`config.mk`:
```
export PLATFORM = sky130hd
export DESIGN_NAME = stream_mux_n
export DESIGN_NICKNAME = d
export VERILOG_FILES = /design/src/rtl/stream_mux_n.sv
export SDC_FILE = /design/constraint.sdc
export NUM_CORES = 1
export LEC_CHECK = 0
export CORE_MARGIN = 2
export CORE_UTILIZATION = 38
export CTS_BUF_LIST = sky130_fd_sc_hd__clkbuf_8 sky130_fd_sc_hd__clkbuf_16
export DETAILED_ROUTE_END_ITERATION = 6
export PLACE_DENSITY_LB_ADDON = 0.3
export SLEW_MARGIN = 0
export SYNTH_ARGS = -nofsm -noshare
export SYNTH_HDL_FRONTEND = slang
export SYNTH_SLANG_ARGS = --single-unit
```
`constraint.sdc`:
```
create_clock -name clk -period 2.35 [get_ports clk]
set_clock_uncertainty 0.15 [all_clocks]
set_input_delay 0.3525 -clock clk [delete_from_list [all_inputs] [get_ports clk]]
set_output_delay 0.3525 -clock clk [all_outputs]
set_load 0.01 [all_outputs]
```
`src/rtl/stream_mux_n.sv`:
```
// -----------------------------------------------------------------------------
// stream_mux_n
// N-to-1 valid/ready stream multiplexer with a single registered output stage.
// Channel selection is either explicit (mode=0, sel picks the channel) or
// round-robin (mode=1, search starts one past the last granted channel).
//
// Ports
//   clk        : clock, all state changes on the rising edge
//   rst        : synchronous active-high reset
//   mode       : 0 = explicit select, 1 = round-robin
//   sel        : channel index used in explicit mode
//   in_data    : N packed channels, channel i at [i*WIDTH +: WIDTH]
//   in_valid   : per-channel valid
//   in_ready   : per-channel ready, at most one bit high
//   out_data   : registered output word
//   out_sel    : index of the channel that supplied out_data
//   out_valid  : output register holds a word
//   out_ready  : downstream accepts the output word
// -----------------------------------------------------------------------------
module stream_mux_n #(
    parameter  int unsigned WIDTH = 32,
    parameter  int unsigned N     = 4,
    localparam int unsigned SEL_W = (N > 2) ? $clog2(N) : 1
) (
    input  logic                 clk,
    input  logic                 rst,
    input  logic                 mode,
    input  logic [SEL_W-1:0]     sel,
    input  logic [N*WIDTH-1:0]   in_data,
    input  logic [N-1:0]         in_valid,
    output logic [N-1:0]         in_ready,
    output logic [WIDTH-1:0]     out_data,
    output logic [SEL_W-1:0]     out_sel,
    output logic                 out_valid,
    input  logic                 out_ready
);

    logic               w_can_load;
    logic               w_gnt_vld;
    logic [SEL_W-1:0]   w_gnt_idx;
    logic [WIDTH-1:0]   w_gnt_data;
    logic               w_xfer;

    logic               r_out_valid;
    logic [WIDTH-1:0]   r_out_data;
    logic [SEL_W-1:0]   r_out_sel;
    logic [SEL_W-1:0]   r_rr_ptr;

    // Channel visited at search offset 'off' when the last grant was 'ptr'.
    // ptr is always < N, so ptr+1+off < 2N and one conditional wrap suffices.
    function automatic int unsigned rr_channel(input logic [SEL_W-1:0] ptr,
                                               input int unsigned      off);
        int unsigned t;
        t = 32'(ptr) + off + 1;
        return (t >= N) ? (t - N) : t;
    endfunction

    // The output register can take a new word if it is empty or draining now.
    assign w_can_load = !r_out_valid || out_ready;

    // Grant selection. Explicit mode compares sel against every legal index,
    // so an out-of-range sel simply matches nothing.
    always_comb begin
        w_gnt_vld = 1'b0;
        w_gnt_idx = '0;
        if (!mode) begin
            for (int unsigned i = 0; i < N; i++) begin
                if (sel == SEL_W'(i) && in_valid[i]) begin
                    w_gnt_vld = 1'b1;
                    w_gnt_idx = SEL_W'(i);
                end
            end
        end else begin
            // Lowest search offset with a valid channel wins.
            for (int unsigned off = 0; off < N; off++) begin
                for (int unsigned i = 0; i < N; i++) begin
                    if (!w_gnt_vld && rr_channel(r_rr_ptr, off) == i && in_valid[i]) begin
                        w_gnt_vld = 1'b1;
                        w_gnt_idx = SEL_W'(i);
                    end
                end
            end
        end
    end

    // Data of the granted channel; only this word can reach the register.
    always_comb begin
        w_gnt_data = '0;
        for (int unsigned i = 0; i < N; i++) begin
            if (w_gnt_idx == SEL_W'(i)) begin
                w_gnt_data = in_data[i*WIDTH +: WIDTH];
            end
        end
    end

    // A grant always implies the granted channel is valid, so ready on that
    // channel is equivalent to a transfer. Reset blocks any acceptance.
    assign w_xfer = w_gnt_vld && w_can_load && !rst;

    always_comb begin
        in_ready = '0;
        for (int unsigned i = 0; i < N; i++) begin
            in_ready[i] = w_xfer && (w_gnt_idx == SEL_W'(i));
        end
    end

    // Output stage and round-robin pointer. A load wins over a drain, which
    // gives back-to-back handoff at one word per clock.
    always_ff @(posedge clk) begin
        if (rst) begin
            r_out_valid <= 1'b0;
            r_out_data  <= '0;
            r_out_sel   <= '0;
            r_rr_ptr    <= SEL_W'(N - 1);
        end else if (w_xfer) begin
            r_out_valid <= 1'b1;
            r_out_data  <= w_gnt_data;
            r_out_sel   <= w_gnt_idx;
            if (mode) begin
                r_rr_ptr <= w_gnt_idx;
            end
        end else if (out_ready) begin
            r_out_valid <= 1'b0;
        end
    end

    assign out_valid = r_out_valid;
    assign out_data  = r_out_data;
    assign out_sel   = r_out_sel;

endmodule

```
After elaboration in Yosys (flattened, before gate mapping):

Cells that the tools add are included.

* logic and storage cells: 168
* output and inout bits: 39
* bits in registers: 37

* equality and inequality tests: 18
* $add $sub $neg: 10
* reductions and logical operators: 67
* $lt $le $gt $ge: 4
* muxes and demuxes: 65

Operators by type and width (count)
* 32-bit by 2-bit equality test with 1-bit output (second input constant): 8
* 32-bit 2-to-1 mux: 8
* 32-bit by 1-bit equality test with 1-bit output (second input constant): 4
* 32-bit logical NOT: 4
* 1-bit logical AND: 41
* 1-bit 2-to-1 mux: 40
* 2-bit 2-to-1 mux: 17
* 32-bit by 3-bit >= comparator with 1-bit output (second input constant): 1
* 32-bit by 3-bit subtractor with 32-bit output (second input constant): 1
* 1-bit logical NOT: 17
* 4-bit by 3-bit subtractor with 5-bit output (second input constant): 3
* 3-bit by 1-bit adder with 4-bit output (second input constant): 3
* 4-bit by 3-bit >= comparator with 1-bit output (second input constant): 3
* 2-bit equality test (second input constant): 4
* 2-bit by 2-bit adder with 3-bit output (second input constant): 2
* 2-bit by 1-bit equality test with 1-bit output (second input constant): 2
* 2-bit logical NOT: 2
* 2-bit by 1-bit adder with 3-bit output (second input constant): 1
* 2-bit AND reduction: 1
* 2-bit nonzero test: 1
* 1-bit logical OR: 1

Logic depth before layout (Yosys ltp):

* depth in word-level cells: 87
* gate-level depth with buffers: 9
* mapped depth without buffers: 5

Worst setup path before layout:

OpenSTA, ideal clock, no wires.

* kind: flip-flop to output port
* start: reg r_rr_ptr[1]
* end: out in_ready[0]
* path slack: 248 ps
* stages on the path, launching flop included: 8
* data required time: 1847 ps
* path buffers: 2
* arrival time: 1599 ps
* path through: dfxtp_1 buf_2 nand2_1 o22ai_1 o31ai_4 buf_4 or2_2 nor2_1

* longest elaborated chain between the ends: 85
* elaborated cells on any way between the ends: 132

Ends and longest elaborated chain
* start: declaration: RTL line 47 `logic [SEL_W-1:0] r_rr_ptr;`
* start signal: assignment: RTL line 114 `r_rr_ptr <= SEL_W'(N - 1);`
* start signal: assignment: RTL line 120 `r_rr_ptr <= w_gnt_idx;`
* 2-bit by 1-bit adder with 3-bit output: RTL line 54 `t = 32'(ptr) + off + 1;`
* 32-bit by 3-bit subtractor with 32-bit output / 32-bit by 3-bit >= comparator with 1-bit output (equally long branches): RTL line 55 `return (t >= N) ? (t - N) : t;`
* 32-bit 2-to-1 mux: RTL line 55
* 32-bit logical NOT: RTL line 77 `if (!w_gnt_vld && rr_channel(r_rr_ptr, off) == i && in_valid[i]) begin`
* 1-bit logical AND: RTL line 77
* 1-bit 2-to-1 mux: RTL line 77
* 1-bit 2-to-1 mux: RTL line 66 `if (!mode) begin`
* 1-bit logical NOT: RTL line 77
* [... 67 more ...]
* 1-bit 2-to-1 mux: RTL line 77
* 1-bit 2-to-1 mux: RTL line 66
* 1-bit logical NOT: RTL line 77
* 1-bit logical AND (2 in series): RTL line 77
* 1-bit 2-to-1 mux: RTL line 77
* 1-bit 2-to-1 mux: RTL line 66
* 1-bit logical AND (2 in series): RTL line 98 `assign w_xfer = w_gnt_vld && w_can_load && !rst;`
* 1-bit logical AND (*): RTL line 103 `in_ready[i] = w_xfer && (w_gnt_idx == SEL_W'(i));`
* end: declaration: RTL line 31 `output logic [N-1:0] in_ready,`

Every way passes the cells marked *; elsewhere a longest branch is shown, timed or not. The select of a mux whose other input is x is not followed.

Worst setup path after layout:

* start: reg r_rr_ptr[1]
* end: reg r_out_data[21] (netlist: out_data[21])

* longest elaborated chain between the ends: 87
* elaborated cells on any way between the ends: 138

Ends and longest elaborated chain
* 2-bit by 1-bit adder with 3-bit output: RTL line 54
* 32-bit by 3-bit subtractor with 32-bit output / 32-bit by 3-bit >= comparator with 1-bit output (equally long branches): RTL line 55
* 32-bit 2-to-1 mux: RTL line 55
* 32-bit logical NOT: RTL line 77
* 1-bit logical AND: RTL line 77
* 1-bit 2-to-1 mux: RTL line 77
* 1-bit 2-to-1 mux: RTL line 66
* 1-bit logical NOT: RTL line 77
* [... 67 more ...]
* 1-bit 2-to-1 mux: RTL line 77
* 1-bit 2-to-1 mux: RTL line 66
* 1-bit logical NOT: RTL line 77
* 1-bit logical AND (2 in series): RTL line 77
* 2-bit 2-to-1 mux: RTL line 77
* 2-bit 2-to-1 mux: RTL line 66
* 2-bit logical NOT: RTL line 90 `if (w_gnt_idx == SEL_W'(i)) begin`
* 32-bit 2-to-1 mux (4 in series): RTL line 90
* end signal: assignment: RTL line 117 `r_out_data <= w_gnt_data;`
* end: declaration: RTL line 45 `logic [WIDTH-1:0] r_out_data;`

Several ways; a longest one is shown, not always the timed one. The select of a mux whose other input is x is not followed.
A chain may end at the register's enable or synchronous reset.

==> summary.txt <==
CTS
  – CTS tree: done
  – Clk buf depth: 2
  – CTS Hold Bufs: 0
  – Root buffer cell: clkbuf_8
  – CTS H-tree lvls: 2
  – Clk_lat worst skew: 0.28 ns
  – TritonCTS Sinks: 37
  – Clk slew on worst S/H paths: 0.07 ns
  – Num CTS Buffers: 5

Timing
  – Slew of the pin with the lowest slew margin: 0.604 ns
  – RSZ-0062 raised after global routing: no
  – Endpoints failing setup: 0
  – Slew HR: 0.597
  – Final Cycle Share: 0.955
  – Slew Limit Fails: 0
  – Hold Fails Final Rpt: 0
  – Hold slack: 0.257 ns
  – Peak Freq: 445 MHz
  – Min Tclk post-route: 2.25 ns

Drt
  – Antenna-violating nets left: 0
  – Detailed Route WL: 9910 um
  – WL/cell: 17.2 um
  – DR vias: 3224
  – Starting DRT DRC Count: 115
  – Residual DRC count: 0
  – Drt via density: 5.59
  – Pre-antenna DRT Iters: 4

Setup path
  – Crit Path Class: reg -> reg
  – WP data required: 2.35 ns
  – R2r endpoint: out_data[21]
  – Startpoint types: register
  – WP data arrival: 2.24 ns
  – R2r startpoint: r_rr_ptr[1]
  – Crit end category: register
  – Setup slack, reg-to-reg: 0.10 ns
  – Reg2Reg Depth: 8
  – Crit-path max FO: 58

Worst hold path
  – Hold path depth: 3
  – Hold Path End: out_valid
  – Hold Startpoint: out_ready
  – Worst hold path type: in -> reg

Yosys
  – Yosys warns: 0
  – Number of distinct library cells after synthesis: 35
  – Yosys reg bits: 37
  – Post-synthesis sequential area ratio: 0.262
  – Avg Synthesized Cell Area: 9.24 um^2
  – Syn Inst Count: 306
  – Mapped Area: 0.00283 mm^2
  – Post-Syn Nets: 444

Placement
  – PortBufs: 176
  – GP Congestion: 0.903
  – Dpl cell area: 0.00471 mm^2
  – HPWL Detailed: 6950 um

Layout
  – Share of layout cells above drive strength 1: 0.163
  – P&R area growth vs syn: 72.2%
  – Fin nets: 615
  – Final Cell Area: 0.00487 mm^2
  – Ant. Diodes: 0
  – Most frequent cells in the layout: clkdlybuf4s50_1 (163), and2_1 (44), a221oi_1 (37)
  – Most common cell after layout, fill and taps aside: clkdlybuf4s50_1

Flow run
  – Max Cap Violations: 0

Floorplanning
  – DIE WIDTH: 90.2 um
  – Core area: 0.00721 mm^2
  – Initial Util: 0.392
  – Row count: 31
  – IO Pins: 177
  – Die span in y: 90.2 um
  – Die area: 0.00814 mm^2

Power
  – Clock network power share: 0.240
  – Lkg Pwr: 1.78 nW
  – Seq pwr share: 0.324
  – Switching Share: 0.302
  – Pwr dens: 491 mW/mm^2
  – VDD IR max: 0.294 mV
  – Logic pwr share: 0.435
  – Internal: 0.00167 W
  – P_sw: 0.000723 W

Global route
  – First-pass GRT wire length: 16100 um
  – Overflow after GRT: 0
  – All-Layer GR Usage: 0.238
  – Vias in the first global route: 3183
  – Antenna violations before repair: 0
  – Pin count of the biggest net entering global routing: 63

Run status
  – Status: finished clean
[per-layer routing]
metal	GRT usage	vias up	share of wire
met1	0.300	1506	0.42
li1	-	1546	-
met5	0	-	0
met3	0.0578	19	0.074
met4	0.0769	0	0.024
met2	0.398	153	0.48
[area by class of cell]
cell class	instances	area, um^2
timing repair buffer	203	1980
multi-input combinational	229	1900
sequential	37	742
tap	99	124
clock buffer	6	82.6
clock inverter	2	33.8
inverter	1	3.75
fill	587	2350
[worst max path at each step]
stage | start | endpoint | slack [ns] | cells past startpoint
6_report | r_rr_ptr[1] | out_data[21] | 0.10 | 8
5_1_grt | r_rr_ptr[1] | out_data[27] | 0.01 | 8
4_1_cts | out_ready | in_ready[1] | 0.04 | 8
3_5_place_dp | in_valid[3] | in_ready[2] | -0.64 | 8
3_3_place_gp | in_valid[3] | in_ready[0] | -0.59 | 8
2_1_floorplan | r_rr_ptr[1] | in_ready[0] | 0.25 | 7
[synthesized netlist by cell type (all sizes together)]
cell     n  share of area
a311oi   1         0.0031
nor2     8          0.011
o31ai   30          0.085
a211oi   1         0.0044
and2    58           0.13
dfxtp   37           0.26
mux2i   11          0.039
buf     22          0.062
or2      1         0.0022
o21ai    3         0.0053
or3b     1         0.0031
mux2     1         0.0040
clkbuf  17          0.023
a211o    2         0.0062
nor2b    2         0.0044
nand2    4         0.0053
inv      1         0.0013
or2b     1         0.0027
o21ba    1         0.0035
nand3b  32          0.085
o22ai    2         0.0044
a221oi  58           0.22
or3      1         0.0022
o21bai   1         0.0027
nor4     1         0.0022
nand2b   3         0.0075
o221ai   4          0.012
a21oi    2         0.0035
[power groups by stage]
stage | logic, W | clock network [W] | registers (W)
floorplan | 0.000447 | 0 | 0.000827
global placement | 0.00102 | 0 | 0.000784
detailed placement | 0.00103 | 0 | 0.000788
CTS | 0.00104 | 0.000592 | 0.000775
global route | 0.00112 | 0.000613 | 0.000788
finish | 0.00104 | 0.000574 | 0.000775
[cells by family (layout without fill, tap and decap cells)]
| kind of cell | count (synthesis) | count (layout) | synth area share |
|---|---|---|---|
| multiplexers | 12 | 12 | 0.0429 |
| flip-flops | 37 | 37 | 0.262 |
| AO/OA/AOI/OAI | 105 | 105 | 0.354 |
| AND/OR/NAND/NOR | 112 | 112 | 0.255 |
| buffers and inverters | 40 | 212 | 0.0863 |
[state kept, by name, summed over array words and instances, names as in the netlist]
signal	cells
out_sel	2
r_rr_ptr	2
out_valid	1
out_data	32
[worst max-delay path: stages (launching register included)]
cell and delay [ns]:
dfxtp_2 0.37, buf_4 0.15, a211oi_2 0.31, o31ai_4 0.13
buf_6 0.13, buf_4 0.13, buf_12 0.19, a221oi_1 0.40
o31ai_1 0.12
[per-stage QoR]
step / instances / setup TNS, ns / utilization / setup WS, ns / power [W]
after floorplan: 306 / 0 / - / 0.248 / 0.00127
after global placement: 566 / -13.48 / 0.653 / -0.591 / 0.00180
after detailed placement: 566 / -15.85 / 0.653 / -0.639 / 0.00182
after CTS: 576 / 0 / 0.671 / 0.0391 / 0.00241
after global routing: 577 / 0 / 0.674 / 0.0142 / 0.00252
final: 577 / 0 / 0.674 / 0.105 / 0.00239
[repair_timing]
action	in CTS	in global routing
resized for setup	30	8
setup buffers	2	1
pin swaps	2	3
endpoints found under the setup margin	37	22
Power figures use the tool's default switching activity.
